==> src/rtl/adrv9001_pkg.sv <==
// Shared definitions for the ADRV9001 TX framer: FSM phases and lane constants.
package adrv9001_pkg;

  localparam int SAMPLE_W = 16;
  localparam int LANE_W   = 8;

  localparam logic [LANE_W-1:0] STRB_PULSE_BYTE = 8'h80;
  localparam logic [LANE_W-1:0] STRB_FULL_BYTE  = 8'hFF;

  // IDLE: lanes quiet, HI: upper bytes on lanes, LO: lower bytes on lanes
  typedef enum logic [1:0] {
    IDLE = 2'd0,
    HI   = 2'd1,
    LO   = 2'd2
  } fsm_state_t;

endpackage

==> src/rtl/adrv9001_tx_unpack.sv <==
// Splits a held {I,Q} sample into per-lane bytes for the current phase and
// builds the strobe byte. Purely combinational; the caller registers it.
module adrv9001_tx_unpack
  import adrv9001_pkg::*;
#(
  parameter bit STROBE_PULSE = 1'b1
) (
  input  fsm_state_t                phase,
  input  logic [2*SAMPLE_W-1:0]     sample,
  output logic [LANE_W-1:0]         i_byte,
  output logic [LANE_W-1:0]         q_byte,
  output logic [LANE_W-1:0]         strb_byte
);

  logic [SAMPLE_W-1:0] i_word;
  logic [SAMPLE_W-1:0] q_word;

  assign i_word = sample[2*SAMPLE_W-1:SAMPLE_W];
  assign q_word = sample[SAMPLE_W-1:0];

  // Pick upper or lower byte per lane; strobe only marks the upper byte.
  always_comb begin
    i_byte    = '0;
    q_byte    = '0;
    strb_byte = '0;
    case (phase)
      HI: begin
        i_byte    = i_word[SAMPLE_W-1 -: LANE_W];
        q_byte    = q_word[SAMPLE_W-1 -: LANE_W];
        strb_byte = STROBE_PULSE ? STRB_PULSE_BYTE : STRB_FULL_BYTE;
      end
      LO: begin
        i_byte = i_word[LANE_W-1:0];
        q_byte = q_word[LANE_W-1:0];
      end
      default: ;
    endcase
  end

endmodule

==> src/rtl/adrv9001_tx_framer.sv <==
// ADRV9001/2 LVDS TX framer: takes one {I,Q} sample per two divided-clock
// cycles from an AXI-stream slave and emits MSB-first 8-bit words for the
// I, Q and strobe serializers. Handshake, FSM and underflow counter live here.
module adrv9001_tx_framer
  import adrv9001_pkg::*;
#(
  parameter bit STROBE_PULSE = 1'b1,
  parameter bit IDLE_HOLD    = 1'b0
) (
  input  logic                  s_axis_aclk,
  input  logic                  s_axis_rstn,
  input  logic                  en,
  input  logic [2*SAMPLE_W-1:0] s_axis_tdata,
  input  logic                  s_axis_tvalid,
  output logic                  s_axis_tready,
  output logic [LANE_W-1:0]     i_out,
  output logic [LANE_W-1:0]     q_out,
  output logic [LANE_W-1:0]     strb_out,
  output logic                  active,
  output logic [15:0]           underflow_cnt
);

  fsm_state_t            state;
  fsm_state_t            state_nxt;
  logic [2*SAMPLE_W-1:0] hold;
  logic [2*SAMPLE_W-1:0] hold_nxt;
  logic                  accept;
  logic                  starve;
  logic [LANE_W-1:0]     i_nxt;
  logic [LANE_W-1:0]     q_nxt;
  logic [LANE_W-1:0]     strb_nxt;

  // Ready only at sample boundaries; held low while reset is asserted.
  assign s_axis_tready = s_axis_rstn && en && ((state == IDLE) || (state == LO));
  assign accept        = s_axis_tvalid && s_axis_tready;
  assign starve        = (state == LO) && en && !s_axis_tvalid;

  // Next phase and sample: HI always completes through LO, so no sample is cut.
  always_comb begin
    state_nxt = state;
    hold_nxt  = hold;
    case (state)
      IDLE: begin
        if (accept) begin
          state_nxt = HI;
          hold_nxt  = s_axis_tdata;
        end
      end
      HI: state_nxt = LO;
      LO: begin
        if (accept) begin
          state_nxt = HI;
          hold_nxt  = s_axis_tdata;
        end else if (starve) begin
          state_nxt = IDLE_HOLD ? HI : IDLE;
        end else begin
          state_nxt = IDLE;
        end
      end
      default: state_nxt = IDLE;
    endcase
  end

  // Lane bytes are derived from the upcoming phase so the outputs register
  // alongside the state and appear one cycle after the accepting edge.
  adrv9001_tx_unpack #(
    .STROBE_PULSE (STROBE_PULSE)
  ) u_unpack (
    .phase     (state_nxt),
    .sample    (hold_nxt),
    .i_byte    (i_nxt),
    .q_byte    (q_nxt),
    .strb_byte (strb_nxt)
  );

  // State, hold register, registered lane outputs and saturating underflow count.
  always_ff @(posedge s_axis_aclk) begin
    if (!s_axis_rstn) begin
      state         <= IDLE;
      hold          <= '0;
      i_out         <= '0;
      q_out         <= '0;
      strb_out      <= '0;
      active        <= 1'b0;
      underflow_cnt <= '0;
    end else begin
      state    <= state_nxt;
      hold     <= hold_nxt;
      i_out    <= i_nxt;
      q_out    <= q_nxt;
      strb_out <= strb_nxt;
      active   <= (state_nxt != IDLE);
      if (starve && (underflow_cnt != 16'hFFFF)) begin
        underflow_cnt <= underflow_cnt + 16'd1;
      end
    end
  end

endmodule
==> config.mk <==
export PLATFORM = sky130hd
export DESIGN_NAME = adrv9001_tx_framer
export DESIGN_NICKNAME = d
export VERILOG_FILES = /design/src/rtl/adrv9001_pkg.sv /design/src/rtl/adrv9001_tx_unpack.sv /design/src/rtl/adrv9001_tx_framer.sv
export SDC_FILE = /design/constraint.sdc
export NUM_CORES = 1
export LEC_CHECK = 0
export BUFFER_PORTS_ARGS = -buffer_cell sky130_fd_sc_hd__buf_4
export CAP_MARGIN = 5
export CELL_PAD_IN_SITES_DETAIL_PLACEMENT = 1
export CELL_PAD_IN_SITES_GLOBAL_PLACEMENT = 1
export CORE_MARGIN = 8
export CORE_UTILIZATION = 32
export DETAILED_ROUTE_END_ITERATION = 7
export GPL_TIMING_DRIVEN = 1
export PLACE_DENSITY_LB_ADDON = 0.1
export REMOVE_ABC_BUFFERS = 1
export SETUP_SLACK_MARGIN = 0.2
export SYNTH_ARGS = -nofsm -noshare
export SYNTH_HDL_FRONTEND = slang
export SYNTH_SLANG_ARGS = --single-unit
==> constraint.sdc <==
create_clock -name s_axis_aclk -period 1.58 [get_ports s_axis_aclk]
set_input_delay 0.316 -clock s_axis_aclk [delete_from_list [all_inputs] [get_ports s_axis_aclk]]
set_output_delay 0.316 -clock s_axis_aclk [all_outputs]
set_load 0.02 [all_outputs]
# Yosys cells after proc, flatten, opt, wreduce, memory -nomap -nowiden
# Index checks and enable logic that the tools add are counted.
[classes]
add_sub_neg = 1
n_eq_ne = 5
n_mux = 8
n_reduce_logical = 11
[ops]
columns = ["cell", "n"]
rows = [
  ["32-bit two-way mux", 2],
  ["8-bit one-hot mux with 2 select lines", 2],
  ["16-bit by 1-bit adder with 16-bit output (second input constant)", 1],
  ["16-bit != test (second input constant)", 1],
  ["8-bit two-way mux", 1],
  ["1-bit logical AND", 6],
  ["2-bit one-hot mux with 3 select lines", 1],
  ["2-bit by 1-bit equality test with 1-bit output (second input constant)", 2],
  ["2-bit equality test (second input constant)", 2],
  ["2-bit zero test", 1],
  ["2-bit two-way mux", 1],
  ["2-bit nonzero test", 1],
  ["2-bit OR reduction", 1],
  ["1-bit zero test", 1],
  ["1-bit logical OR", 1],
  ["1-bit two-way mux", 1],
]
[totals]
ff_bits = 75

# Logic depth before layout (Yosys ltp)
[depth]
word_depth = 8
mapped_depth = 6
ltp_nobuf = 5

# Cells and area by module
# From an unflattened synthesis, not the netlist that was laid out.
[hier_totals]
hier_cells = 314
area_unflattened_um2 = 3199.3
[modules_own_cells]
columns = ["mod", "instances", "cells_per_inst", "area_per_inst_um2"]
rows = [
  ["adrv9001_tx_framer", 1, 264, 2811.4],
  ["adrv9001_tx_unpack", 1, 50, 387.9],
]

# Worst setup path before layout
# No wires, ideal clock.
[synth_timing]
path_type = "register to register"
start = "register underflow_cnt[0]"
end = "register underflow_cnt[0]"
setup_time_ns = 0.122
t_arrival_ns = 1.583
required_time_ns = 1.458
path_slack_ns = -0.125
stages_incl_launch_ff = 6
path_buffers = 0
period_less_slack_ns = 1.705
path_cell_list = "dfxtp_1 -> ha_1 -> nand3_2 -> nor4_4 -> a21boi_2 -> mux2i_1"
[synth_between]
elab_chain_cells = 2
elab_cells_between_ends = 3
cone_classes = "1 x add/sub; 1 x eq/ne; 1 x reduce/logical"
[synth_rtl]
columns = ["element", "line_no", "source"]
rows = [
  ["from (decl)", "adrv9001_tx_framer.sv:20", "output logic [15:0] underflow_cnt"],
  ["from (signal assigned)", "adrv9001_tx_framer.sv:94", "underflow_cnt <= underflow_cnt + 16'd1;"],
  ["branches (longest 2 deep; another with 16-bit by 1-bit adder with 16-bit output)", "-", ""],
]
# Parallel ways; which one is timed is not known.
# A chain may end at the register's enable or synchronous reset.

# Worst setup path after layout
[layout_timing]
start = "register underflow_cnt[1]"
end = "register underflow_cnt[11]"
# The elaborated chain is that of the path after synthesis.

==> summary.md <==
| Metric | Value |
|---|---|
| Avg Cell Area, Syn | 9.74 sq um |
| Crit-path max cell delay | 440 ps |
| Family with the most delay on the worst path | simple AND/OR/NAND/NOR gates |
| Switching power | 0.588 mW |
| Via count | 1940 |
| Placed Cells | 380 |
| Drt pass-1 iters | 4 |
| Arrival time at the worst endpoint | 1780 ps |
| First-pass GRT wire length | 10200 microns |
| Routed WL per cell | 16.0 microns |
| Sw frac | 23.3% |
| Comb power frac | 9.2% |
| NumNets Final | 356 |
| Final core utilization | 50.5% |
| Clock network fraction of total power | 37.5% |
| Fmax achieved | 653 MHz |
| Synth Flop Type | dfxtp_1 |
| CTS sink cnt | 52 |
| Synth warn | 0 |
| H-tree depth reported by CTS | 2 |
| IO Port Bufs | 70 |
| Design internal power | 1.94 mW |
| Time the worst path needs with I/O delays and setup | 1530 ps |
| CP required | 1830 ps |
| Crit-path cells | buf_4 > and4_4 > nand3_2 > or4_1 > a21boi_1 |
| Antenna violations before repair | 0 |
| CP Max Fanout | 6 |
| Fin. max-slew vios | 0 |
| Starting Density | 33.4% |
| Synth Register Bits | 52 |
| Clk buf depth | 2 |
| Cell Area, Synth | 0.00213 sq mm |
| WL final | 6360 microns |
| RSZ-0062 raised after global routing | true |
| Final hold viol count | 0 |
| Post-detail-place hpwl | 4460 microns |
| Global-route usage over all layers | 12.8% |
| Layout cells sized above 1 | 46.3% |
| Largest net degree at the start of global routing | 35 |
| Full die area | 0.00954 sq mm |
| Number of global-route vias before repair | 2074 |
| FFs w/ async S/R, synth | 0% |
| Avg Vias per Cell | 4.89 |
| Chip width | 97.7 microns |
| Worst Clk Skew | 4.69 ps |
| Reg clk slew, reported paths | 100 ps |
| Antenna Diode Count | 0 |
| Slowest-stage cell, CP | or4_1 |
| EDFF count, synth | 0 |
| Drt first-iter violations | 31 |
| Core Rows | 29 |
| Buf+Inv Stages, Crit Path | 1 |
| HP Class | in -> reg |
| Yosys top cell by area | dfxtp_1 |
| Mapped Cells | 219 |
| Pleak | 1.43 nW |
| Register area share after synthesis | 48.8% |
| Final setup fails | 0 |
| Distinct cells, synth | 44 |
| Synth top area share | 48.8% |
| DIE HEIGHT | 97.7 microns |
| Top Ports | 78 |
| Non-filler cells in the finished layout | 397 |
| Cell Pwr Density | 784 mW/mm^2 |
| Syn-to-layout area delta | 51.2% |
| GPL Wtd Cong | 0.757 |
| Clk Tree Root Cell | clkbuf_8 |
| Critical Path Start Type | register |
| Worst reg2reg setup slack | 50 ps |
| CTS Hold Bufs | 0 |
| Crit. End Element | register |
| Core area | 0.00639 sq mm |
| Total CTS buffers | 5 |
| Remaining DRCs | 0 |
| Outcome | finished, final reports clean |
| Seq pwr share | 53.4% |
| Post-route ant nets | 0 |
| CP Class | reg -> reg |
| Period Utilization, post-route | 97.0% |
| CTS tree | built |
| Filler cells | 741 |
| Worst skew pair latency | 310 ps |
| Max VDD drop | 0.507 mV |
| GRT overflow | 0 |
| Most area-consuming cells after synthesis | dfxtp_1 49%, nand2_1 8.4%, a22o_1 6.2%, a21boi_0 6.0%, mux2i_1 2.8% |
| Max Cap Viol | 0 |
## registers in the layout, summed over array words and instances (netlist names)
name           flops
underflow_cnt     16
strb_out           1
i_out              8
active             1
q_out              8
state              2
hold              16
## Yosys cell counts, types with 2 or more instances
library cell   n
dfxtp_1       52
nand2_1       48
clkbuf_1       7
nor3_1         2
nand3_1        3
and2_2         2
a31oi_1        3
nor4_1         3
o31ai_1        4
and3b_1        2
o21ai_0        4
buf_4          8
mux2i_1        6
a21boi_1       4
a21boi_0      17
buf_2          3
nand2b_1       4
a22o_1        15
or4_1          4
and4_2         2
inv_1          3
## power by group through the flow
stage               logic (mW)  registers, mW  clock network [mW]
finish                   0.232           1.35               0.948
global route             0.251           1.35                1.05
CTS                      0.226           1.35               0.983
detailed placement       0.223           1.38                   0
global placement         0.220           1.38                   0
floorplan               0.0692           1.40                   0
## through the flow
| step | power (mW) | setup slack (ps) | hold WS (ps) | area, sq um | TNS [ps] |
|---|---|---|---|---|---|
| after floorplan | 1.47 | -125 | 422 | 2050 | -1490 |
| after global placement | 1.60 | -16.6 | 434 | 2880 | -26.4 |
| after detailed placement | 1.60 | -74.7 | 440 | 2880 | -286 |
| after CTS | 2.56 | 71.6 | 207 | 3110 | 0 |
| after global routing | 2.66 | -16.2 | 195 | 3230 | -49.7 |
| final | 2.53 | 48.1 | 214 | 3230 | 0 |
## worst reg2reg max path, stage by stage (launching register included)
cell,delay [ps]
dfxtp_2,360
buf_4,140
and4_4,230
nand3_2,160
or4_1,440
a21boi_1,140
## final cells by class
| type | count | area (sq um) | area share, % |
|---|---|---|---|
| sequential | 52 | 1050 | 32.5 |
| inverter | 3 | 11.3 | 0.349 |
| clock inverter | 3 | 46.3 | 1.44 |
| multi-input combinational | 152 | 1110 | 34.5 |
| clock buffer | 5 | 68.8 | 2.13 |
| tap | 77 | 96.3 | 2.99 |
| timing repair buffer | 105 | 841 | 26.1 |
## timing repair
action / in CTS / in global routing
gates resized for setup: 23 / 14
pin swaps: 11 / 5
endpoints found under the setup margin: 16 / 21
endpoints found under the hold margin: 0 / 0
gates cloned: 0 / 1
setup buffers: 5 / 3
## cell families (layout without fill, tap and decap cells)
family / after synthesis / count (layout) / synth area share (%)
flops: 52 / 52 / 48.8
mux: 6 / 6 / 2.82
buf+inv: 21 / 116 / 5.28
compound gates: 54 / 54 / 19.8
simple gates: 84 / 84 / 22.5
fa+ha+maj: 1 / 1 / 0.586
other cells: 1 / 7 / 0.176
## placed cells by master (no fill, tap or decap), types with 2 or more instances in the layout
master and instances:
a21boi_0 16, a21boi_1 4, a22o_1 15, a31oi_1 3, and2_2 2, and3b_1 2, and4_2 2, buf_4 97
buf_6 6, clkbuf_8 5, conb_1 7, dfxtp_1 45, dfxtp_2 7, inv_1 2, mux2i_1 6, nand2_1 47
nand2_4 2, nand2b_1 4, nand3_2 2, nor4_4 2, o21ai_0 3, o31ai_1 4, or4_1 3
## worst paths after layout
check,end,start,depth (start not counted)
max,underflow_cnt[11]$_SDFFE_PN0P_,underflow_cnt[1]$_SDFFE_PN0P_,5
min,i_out[0]$_SDFF_PN0_,s_axis_tdata[24],2
min reg2reg,i_out[7]$_SDFF_PN0_,hold[23]$_SDFF_PN0_,2
max reg2reg,underflow_cnt[11]$_SDFFE_PN0P_,underflow_cnt[1]$_SDFFE_PN0P_,5
## metal layers
metal	wire, microns	share of wire, %	vias up	GRT usage [%]
met5	0	0	-	0
met4	50	0.79	0	2.91
met3	290	4.6	7	4.20
met2	3200	50	45	22.4
met1	2820	44	919	14.5
li1	-	-	969	-
(Power assumes the default switching activity.)
